==> config.mk <==
export PLATFORM = sky130hd
export DESIGN_NAME = core_mem_arb
export DESIGN_NICKNAME = d
export VERILOG_FILES = /design/src/rtl/core_mem_arb.sv
export SDC_FILE = /design/constraint.sdc
export NUM_CORES = 1
export LEC_CHECK = 0
export ABC_AREA = 1
export BUFFER_PORTS_ARGS = -buffer_cell sky130_fd_sc_hd__buf_4
export CAP_MARGIN = 25
export CORE_MARGIN = 1
export CORE_UTILIZATION = 46
export CTS_CLUSTER_DIAMETER = 100
export DETAILED_ROUTE_END_ITERATION = 8
export HOLD_SLACK_MARGIN = 0.05
export PLACE_DENSITY = 0.81
export SLEW_MARGIN = 20
export SYNTH_ARGS = -nofsm -noshare
export SYNTH_HDL_FRONTEND = slang
export SYNTH_SLANG_ARGS = --single-unit
==> constraint.sdc <==
create_clock -name CLK -period 1.9 [get_ports CLK]
set_input_delay 0 -clock CLK [delete_from_list [all_inputs] [get_ports CLK]]
set_output_delay 0 -clock CLK [all_outputs]
set_load 0.01 [all_outputs]
==> src/rtl/core_mem_arb.sv <==
// core_mem_arb
//   Shares one memory bus between the instruction-fetch port (I) and the
//   load/store port (D). A granted request is latched into the M_* registers.
//   The bus then runs a valid/ready handshake. The read data goes back to the
//   owner with a single-cycle READY pulse.
//   Data accesses win by default. A one-shot fairness flag hands the next
//   grant to a waiting fetch after a data grant, so fetch cannot starve.
//
// Ports
//   CLK, NRST          clock (rising edge), synchronous active-low reset
//   I_VALID/I_ADDR     fetch request (held until I_READY)
//   I_READY/I_RDATA    fetch completion pulse and fetched word
//   D_VALID/D_WE/D_ADDR/D_STRB/D_WDATA  load/store request (held until D_READY)
//   D_READY/D_RDATA    load/store completion pulse and raw load word
//   M_VALID/M_WE/M_ADDR/M_STRB/M_WDATA  bus request (stable while M_VALID)
//   M_READY/M_RDATA    bus completion and read data
//   ERR                one-cycle bus-timeout pulse, aligned with the READY pulse
//
// Configuration
//   MEMARB_TIMEOUT_EN  when defined, a 16-bit counter aborts a bus access after
//                      TIMEOUT_CYCLES stalled cycles. The owner then gets READY
//                      with RDATA=0, and ERR pulses. When undefined, the arbiter
//                      waits for M_READY indefinitely and ERR is tied to 0.

module core_mem_arb #(
  parameter int AW             = 32,
  parameter int DW             = 32,
  parameter int TIMEOUT_CYCLES = 255
) (
  input  logic              CLK,
  input  logic              NRST,
  input  logic              I_VALID,
  input  logic [AW-1:0]     I_ADDR,
  output logic              I_READY,
  output logic [DW-1:0]     I_RDATA,
  input  logic              D_VALID,
  input  logic              D_WE,
  input  logic [AW-1:0]     D_ADDR,
  input  logic [DW/8-1:0]   D_STRB,
  input  logic [DW-1:0]     D_WDATA,
  output logic              D_READY,
  output logic [DW-1:0]     D_RDATA,
  output logic              M_VALID,
  output logic              M_WE,
  output logic [AW-1:0]     M_ADDR,
  output logic [DW/8-1:0]   M_STRB,
  output logic [DW-1:0]     M_WDATA,
  input  logic              M_READY,
  input  logic [DW-1:0]     M_RDATA,
  output logic              ERR
);

  localparam int SW = DW / 8;
  localparam logic OWN_I = 1'b0;
  localparam logic OWN_D = 1'b1;
  // Clears the byte offset so that fetches are always word aligned.
  localparam logic [AW-1:0] WORD_MASK = ~{{(AW-2){1'b0}}, 2'b11};

  if (TIMEOUT_CYCLES < 1 || TIMEOUT_CYCLES > 65535) begin : g_bad_timeout
    $error("core_mem_arb: TIMEOUT_CYCLES must be in 1..65535");
  end

  typedef enum logic [1:0] {IDLE, IBUS, DBUS, RESP} state_t;

  state_t          state_q, state_d;
  logic            own_q, own_d;
  logic            fair_q, fair_d;
  logic            m_valid_q, m_valid_d;
  logic            m_we_q, m_we_d;
  logic [AW-1:0]   m_addr_q, m_addr_d;
  logic [SW-1:0]   m_strb_q, m_strb_d;
  logic [DW-1:0]   m_wdata_q, m_wdata_d;
  logic [DW-1:0]   i_rdata_q, i_rdata_d;
  logic [DW-1:0]   d_rdata_q, d_rdata_d;
  logic            d_win;

`ifdef MEMARB_TIMEOUT_EN
  localparam logic [15:0] TO_LAST = 16'(TIMEOUT_CYCLES - 1);
  logic [15:0]     cnt_q, cnt_d;
  logic            err_q, err_d;
`endif

  // D takes the grant unless fetch is waiting and was passed over last time.
  assign d_win = D_VALID & ~(I_VALID & fair_q);

  always_ff @(posedge CLK) begin
    if (!NRST) begin
      state_q   <= IDLE;
      own_q     <= OWN_I;
      fair_q    <= 1'b0;
      m_valid_q <= 1'b0;
      m_we_q    <= 1'b0;
      m_addr_q  <= '0;
      m_strb_q  <= '0;
      m_wdata_q <= '0;
      i_rdata_q <= '0;
      d_rdata_q <= '0;
`ifdef MEMARB_TIMEOUT_EN
      cnt_q     <= '0;
      err_q     <= 1'b0;
`endif
    end else begin
      state_q   <= state_d;
      own_q     <= own_d;
      fair_q    <= fair_d;
      m_valid_q <= m_valid_d;
      m_we_q    <= m_we_d;
      m_addr_q  <= m_addr_d;
      m_strb_q  <= m_strb_d;
      m_wdata_q <= m_wdata_d;
      i_rdata_q <= i_rdata_d;
      d_rdata_q <= d_rdata_d;
`ifdef MEMARB_TIMEOUT_EN
      cnt_q     <= cnt_d;
      err_q     <= err_d;
`endif
    end
  end

  always_comb begin
    state_d   = state_q;
    own_d     = own_q;
    fair_d    = fair_q;
    m_valid_d = m_valid_q;
    m_we_d    = m_we_q;
    m_addr_d  = m_addr_q;
    m_strb_d  = m_strb_q;
    m_wdata_d = m_wdata_q;
    i_rdata_d = i_rdata_q;
    d_rdata_d = d_rdata_q;
`ifdef MEMARB_TIMEOUT_EN
    cnt_d     = cnt_q;
    err_d     = 1'b0;
`endif
    case (state_q)
      IDLE: begin
        if (d_win) begin
          own_d     = OWN_D;
          fair_d    = I_VALID;
          m_valid_d = 1'b1;
          m_we_d    = D_WE;
          m_addr_d  = D_ADDR;
          m_strb_d  = D_STRB;
          m_wdata_d = D_WDATA;
          state_d   = DBUS;
`ifdef MEMARB_TIMEOUT_EN
          cnt_d     = '0;
`endif
        end else if (I_VALID) begin
          own_d     = OWN_I;
          fair_d    = 1'b0;
          m_valid_d = 1'b1;
          m_we_d    = 1'b0;
          m_addr_d  = I_ADDR & WORD_MASK;
          m_strb_d  = '1;
          m_wdata_d = '0;
          state_d   = IBUS;
`ifdef MEMARB_TIMEOUT_EN
          cnt_d     = '0;
`endif
        end
      end
      IBUS, DBUS: begin
        if (m_valid_q && M_READY) begin
          m_valid_d = 1'b0;
          if (own_q == OWN_D) d_rdata_d = M_RDATA;
          else                i_rdata_d = M_RDATA;
          state_d = RESP;
        end
`ifdef MEMARB_TIMEOUT_EN
        // This stalled cycle is the TIMEOUT_CYCLES-th one: abort the access.
        else if (m_valid_q && (cnt_q == TO_LAST)) begin
          m_valid_d = 1'b0;
          if (own_q == OWN_D) d_rdata_d = '0;
          else                i_rdata_d = '0;
          err_d   = 1'b1;
          state_d = RESP;
        end else if (m_valid_q) begin
          cnt_d = cnt_q + 16'd1;
        end
`endif
      end
      RESP:    state_d = IDLE;
      default: state_d = IDLE;
    endcase
  end

  // READY is derived from registered state, so only one port can see it.
  assign I_READY = (state_q == RESP) && (own_q == OWN_I);
  assign D_READY = (state_q == RESP) && (own_q == OWN_D);
  assign I_RDATA = i_rdata_q;
  assign D_RDATA = d_rdata_q;
  assign M_VALID = m_valid_q;
  assign M_WE    = m_we_q;
  assign M_ADDR  = m_addr_q;
  assign M_STRB  = m_strb_q;
  assign M_WDATA = m_wdata_q;
`ifdef MEMARB_TIMEOUT_EN
  assign ERR = err_q;
`else
  assign ERR = 1'b0;
`endif

endmodule
; ---- Yosys cells after proc, flatten, opt, wreduce, memory -nomap -nowiden
; Cells that the tools add are included.
[classes]
n_reduce_logical = 12
mux = 18
n_bitwise = 4
eq_ne = 5
[ops]
columns = op, count
row1 = $mux 32, 4
row2 = $reduce_and 3->1, 3
row3 = $mux 4, 2
row4 = $mux 1, 7
row5 = $mux 2, 3
row6 = $pmux 2 s3, 1
row7 = $eq 2x2->1 const B, 2
row8 = $reduce_and 2->1, 2
row9 = $reduce_bool 2->1, 2
row10 = $logic_and 1x1->1, 3
row11 = $ne 3x3->1 const B, 1
row12 = $and 1x1->1, 2
row13 = $eq 2x1->1 const B, 1
row14 = $logic_not 2->1, 1
row15 = $ne 2x2->1 const B, 1
row16 = $not 1->1, 2
row17 = $pmux 1 s2, 1
row18 = $reduce_or 2->1, 1
[totals]
register_bits = 138
wordCells = 49
out_inout_bits = 137
inputBits = 138

; ---- Logic depth before layout (Yosys ltp)
[logic_depth]
word_depth = 5
ltp_mapped = 10
ltp_nobuf = 9

; ---- Worst setup path before layout
; No wires, ideal clock.
[synth_path]
path_type = flip-flop to flip-flop
start = reg state_q[0]
end = reg i_rdata_q[10] (netlist: I_RDATA[10])
path_buffers = 1
path_slack_ns = 0.384
synth_period_minus_slack_ns = 1.516
arrival_time_ns = 1.400
stages_incl_launch_ff = 11
required_ns = 1.784
setup_time_ns = 0.116
cell_sequence = dfxtp_1 -> inv_1 -> ha_1 -> inv_1 -> nor2_2 -> inv_1 -> nor2_4 -> inv_1 -> buf_2 -> nor2_1 -> nor2_1
[synth_between]
elab_chain_len = 3
word_cells_on_any_way = 4
cone_classes = eq/ne: 2 / reduce/logical: 2
[synth_lines]
columns = element, line
row1 = from (decl), 65  ; state_t state_q, state_d;
row2 = from (signal assigned), 103  ; state_q <= state_d;
row3 = $eq 2x1->1 / $eq 2x2->1 (equally long branches), 135  ; case (state_q)
row4 = $reduce_or 2->1 (*), 135
row5 = $reduce_and 3->1 (no line) (*), -
row6 = to (signal assigned), 111  ; i_rdata_q <= i_rdata_d;
row7 = to (decl), 73  ; logic [DW-1:0] i_rdata_q, i_rdata_d;
; Every way passes the cells marked *; elsewhere a longest branch is shown, timed or not.
; A chain may end at the register's enable or synchronous reset.

; ---- Worst setup path in the final report
[layout_path]
start = reg state_q[0]
end = reg i_rdata_q[15] (netlist: I_RDATA[15])
; The elaborated chain is that of the path after synthesis.

==> metrics <==
post-CTS resize count=0; top cell type's share of synthesized area=50.1%; worst-path maximum fanout=18; slowest CP cell=dfxtp_1; GP Congestion=0.799; drt first pass iters=7; critical path's largest stage delay=320 ps; clk_skew=8.08 ps; CP cell instances=inv_1 -> ha_1 -> inv_1 -> nor2_2 -> inv_1 -> nor2_4 -> buf_4 -> o21ai_0 -> nor2_1; synth unique cells=20; # IOs=275; Total Routed Length=20100 um; share of layout cells above drive strength 1=27.5%; mapped cell area=5520 um^2; # fillers=648; relative slew slack=57.2%; largest area contributor in the netlist=dfxtp_1; nets=1320; die height=111 um; non-filler instance count after layout=1333; clk sink count=138; Rows=39; number of port buffers=271; CTS tree=done; Setup TNS=0 ps; CP top delay family=buffers and inverters; post-route ant nets=0; CTS Hold Buffers Added=132; CTS clk-pin slew, worst paths=60 ps; Crit. End Element=flip-flop; leakage=4.68 nW; post-synthesis net count=931; RSZ-0062 raised after global routing=no; hold violation count in the final report=0; Fmax=584 MHz; Placed Area=7620 um^2; cell area after layout=9510 um^2; Critical Path Source Type=flip-flop; vias in the first global route=6597; pin count of the biggest net entering global routing=69; initial antenna violation count=0; Syn Inst Count=790; most used cell, CP=inv_1; Via density=4.98; Final Critical Period=1710 ps; Via Count=6639; failing checks=design-rule violations; Worst-Margin Slew=642 ps; Core ar.=11600 um^2; DP Wirelength=10900 um; Final Power=0.0102 W; die area=12400 um^2; synthesized flop and latch total=138; top post-synthesis cells by area=dfxtp_1, nand2_1, nor2_1; Crit Path Category=reg2reg; Setup Fix Bufs, Post-CTS=0; Power Density=1070 nW/um^2; DRT iter0 DRCs=527; Tot GR Track Use=32.3%; first-pass GRT wire length=32100 um; critical path data arrival time=2060 ps; most frequent cells in the layout=buf_4, nand2_1, nor2_1; Peak VDD IR=0.716 mV; Initial Util=47.7%; CTS buffer count=17; # diodes=0; hold crit path type=in2reg; Max Slew Vio Count=0; GRT overflow=0; status=finished with violations; syn avg cell area=6.98 um^2; fin crit share=90.1%; Layout area overhead=72.4%; count of final setup violators=0; maximum clock insertion buffer count=2; Worst EP required=2250 ps; crit path buf inv count=4; drt drc=18; Inst Count DP=1171; H-tree Lvls=4; Max Cap Viol=0; Die X=111 um; most common cell after layout, fill and taps aside=buf_4; clk_lat worst skew=410 ps; root buffer cell=clkbuf_16; Synth warnings=0; WL/cell=15.1 um; Hold Slack=69.3 ps; Seq/Total Area, Yosys=50.1%
[kinds of logic (layout without fill, tap and decap cells)]
family / count (synthesis) / in the layout / share of synthesized area (%)
simple gates: 443 / 443 / 31.5
other cells: 1 / 1 / 0.0680
fa+ha+maj: 3 / 3 / 0.681
flops: 138 / 138 / 50.1
compound gates: 111 / 111 / 10.1
buf+inv: 94 / 494 / 7.55
[worst register-to-register path, cell delays in order (launching register included)]
cell and delay, ps:
dfxtp_1 320, inv_1 70, ha_1 320, inv_1 70, nor2_2 140, inv_1 80
nor2_4 100, buf_4 230, o21ai_0 150, nor2_1 150
[layer usage]
layer / share of wire [%] / global-route usage [%] / wire [um]
met1: 38 / 33.5 / 7560
met2: 50 / 57.5 / 10000
met3: 8.4 / 10.7 / 1690
met4: 4.0 / 17.5 / 797
met5: 0 / 0 / 0
[final timing paths]
check	start	endpoint	slack, ps	cells after the start
setup / recovery	state_q[0]$_SDFFE_PN0P_	I_RDATA[15]$_SDFFE_PN0P_	190	9
hold / removal	M_READY	M_VALID$_SDFFE_PN0P_	70	6
setup reg to reg	state_q[0]$_SDFFE_PN0P_	I_RDATA[15]$_SDFFE_PN0P_	190	9
hold reg to reg	M_VALID$_SDFFE_PN0P_	M_VALID$_SDFFE_PN0P_	460	2
[sequential cells by signal, indices dropped and copies added (netlist names)]
register	cells
M_STRB	4
M_WDATA	32
I_RDATA	32
fair_q	1
D_RDATA	32
M_VALID	1
own_q	1
state_q	2
M_ADDR	32
M_WE	1
[cell type report]
| cell class | count | area, um^2 | share of cell area (%) |
|---|---|---|---|
| inverter | 43 | 161 | 1.70 |
| sequential | 138 | 2760 | 29.1 |
| clock inverter | 11 | 123 | 1.29 |
| tap | 143 | 179 | 1.88 |
| clock buffer | 19 | 443 | 4.66 |
| multi-input combinational | 558 | 2340 | 24.6 |
| timing repair buffer | 421 | 3500 | 36.8 |
[power by group]
group	internal, W	switching (W)	leakage [nW]
Combinational	0.00150	0.00180	3.28
Sequential	0.00339	0.000273	1.13
Clock	0.00195	0.00124	0.267
Total	0.00684	0.00331	4.68
[through the flow]
step	setup WS (ps)	utilization (%)
after floorplan	384	-
after global routing	19.2	82.2
final	188	82.2
after CTS	183	82.2
after global placement	282	65.9
after detailed placement	235	65.9
[synth_stat cells]
| library cell | count |
|---|---|
| a21oi_1 | 42 |
| buf_1 | 2 |
| buf_2 | 15 |
| buf_4 | 4 |
| buf_6 | 4 |
| clkbuf_1 | 26 |
| conb_1 | 1 |
| dfxtp_1 | 138 |
| ha_1 | 3 |
| inv_1 | 41 |
| inv_2 | 2 |
| nand2_1 | 207 |
| nand2_2 | 2 |
| nand2_4 | 2 |
| nand3_1 | 32 |
| nand3_2 | 1 |
| nor2_1 | 197 |
| nor2_2 | 1 |
| nor2_4 | 1 |
| o21ai_0 | 69 |
No activity file was read; power rests on OpenSTA's default activity.
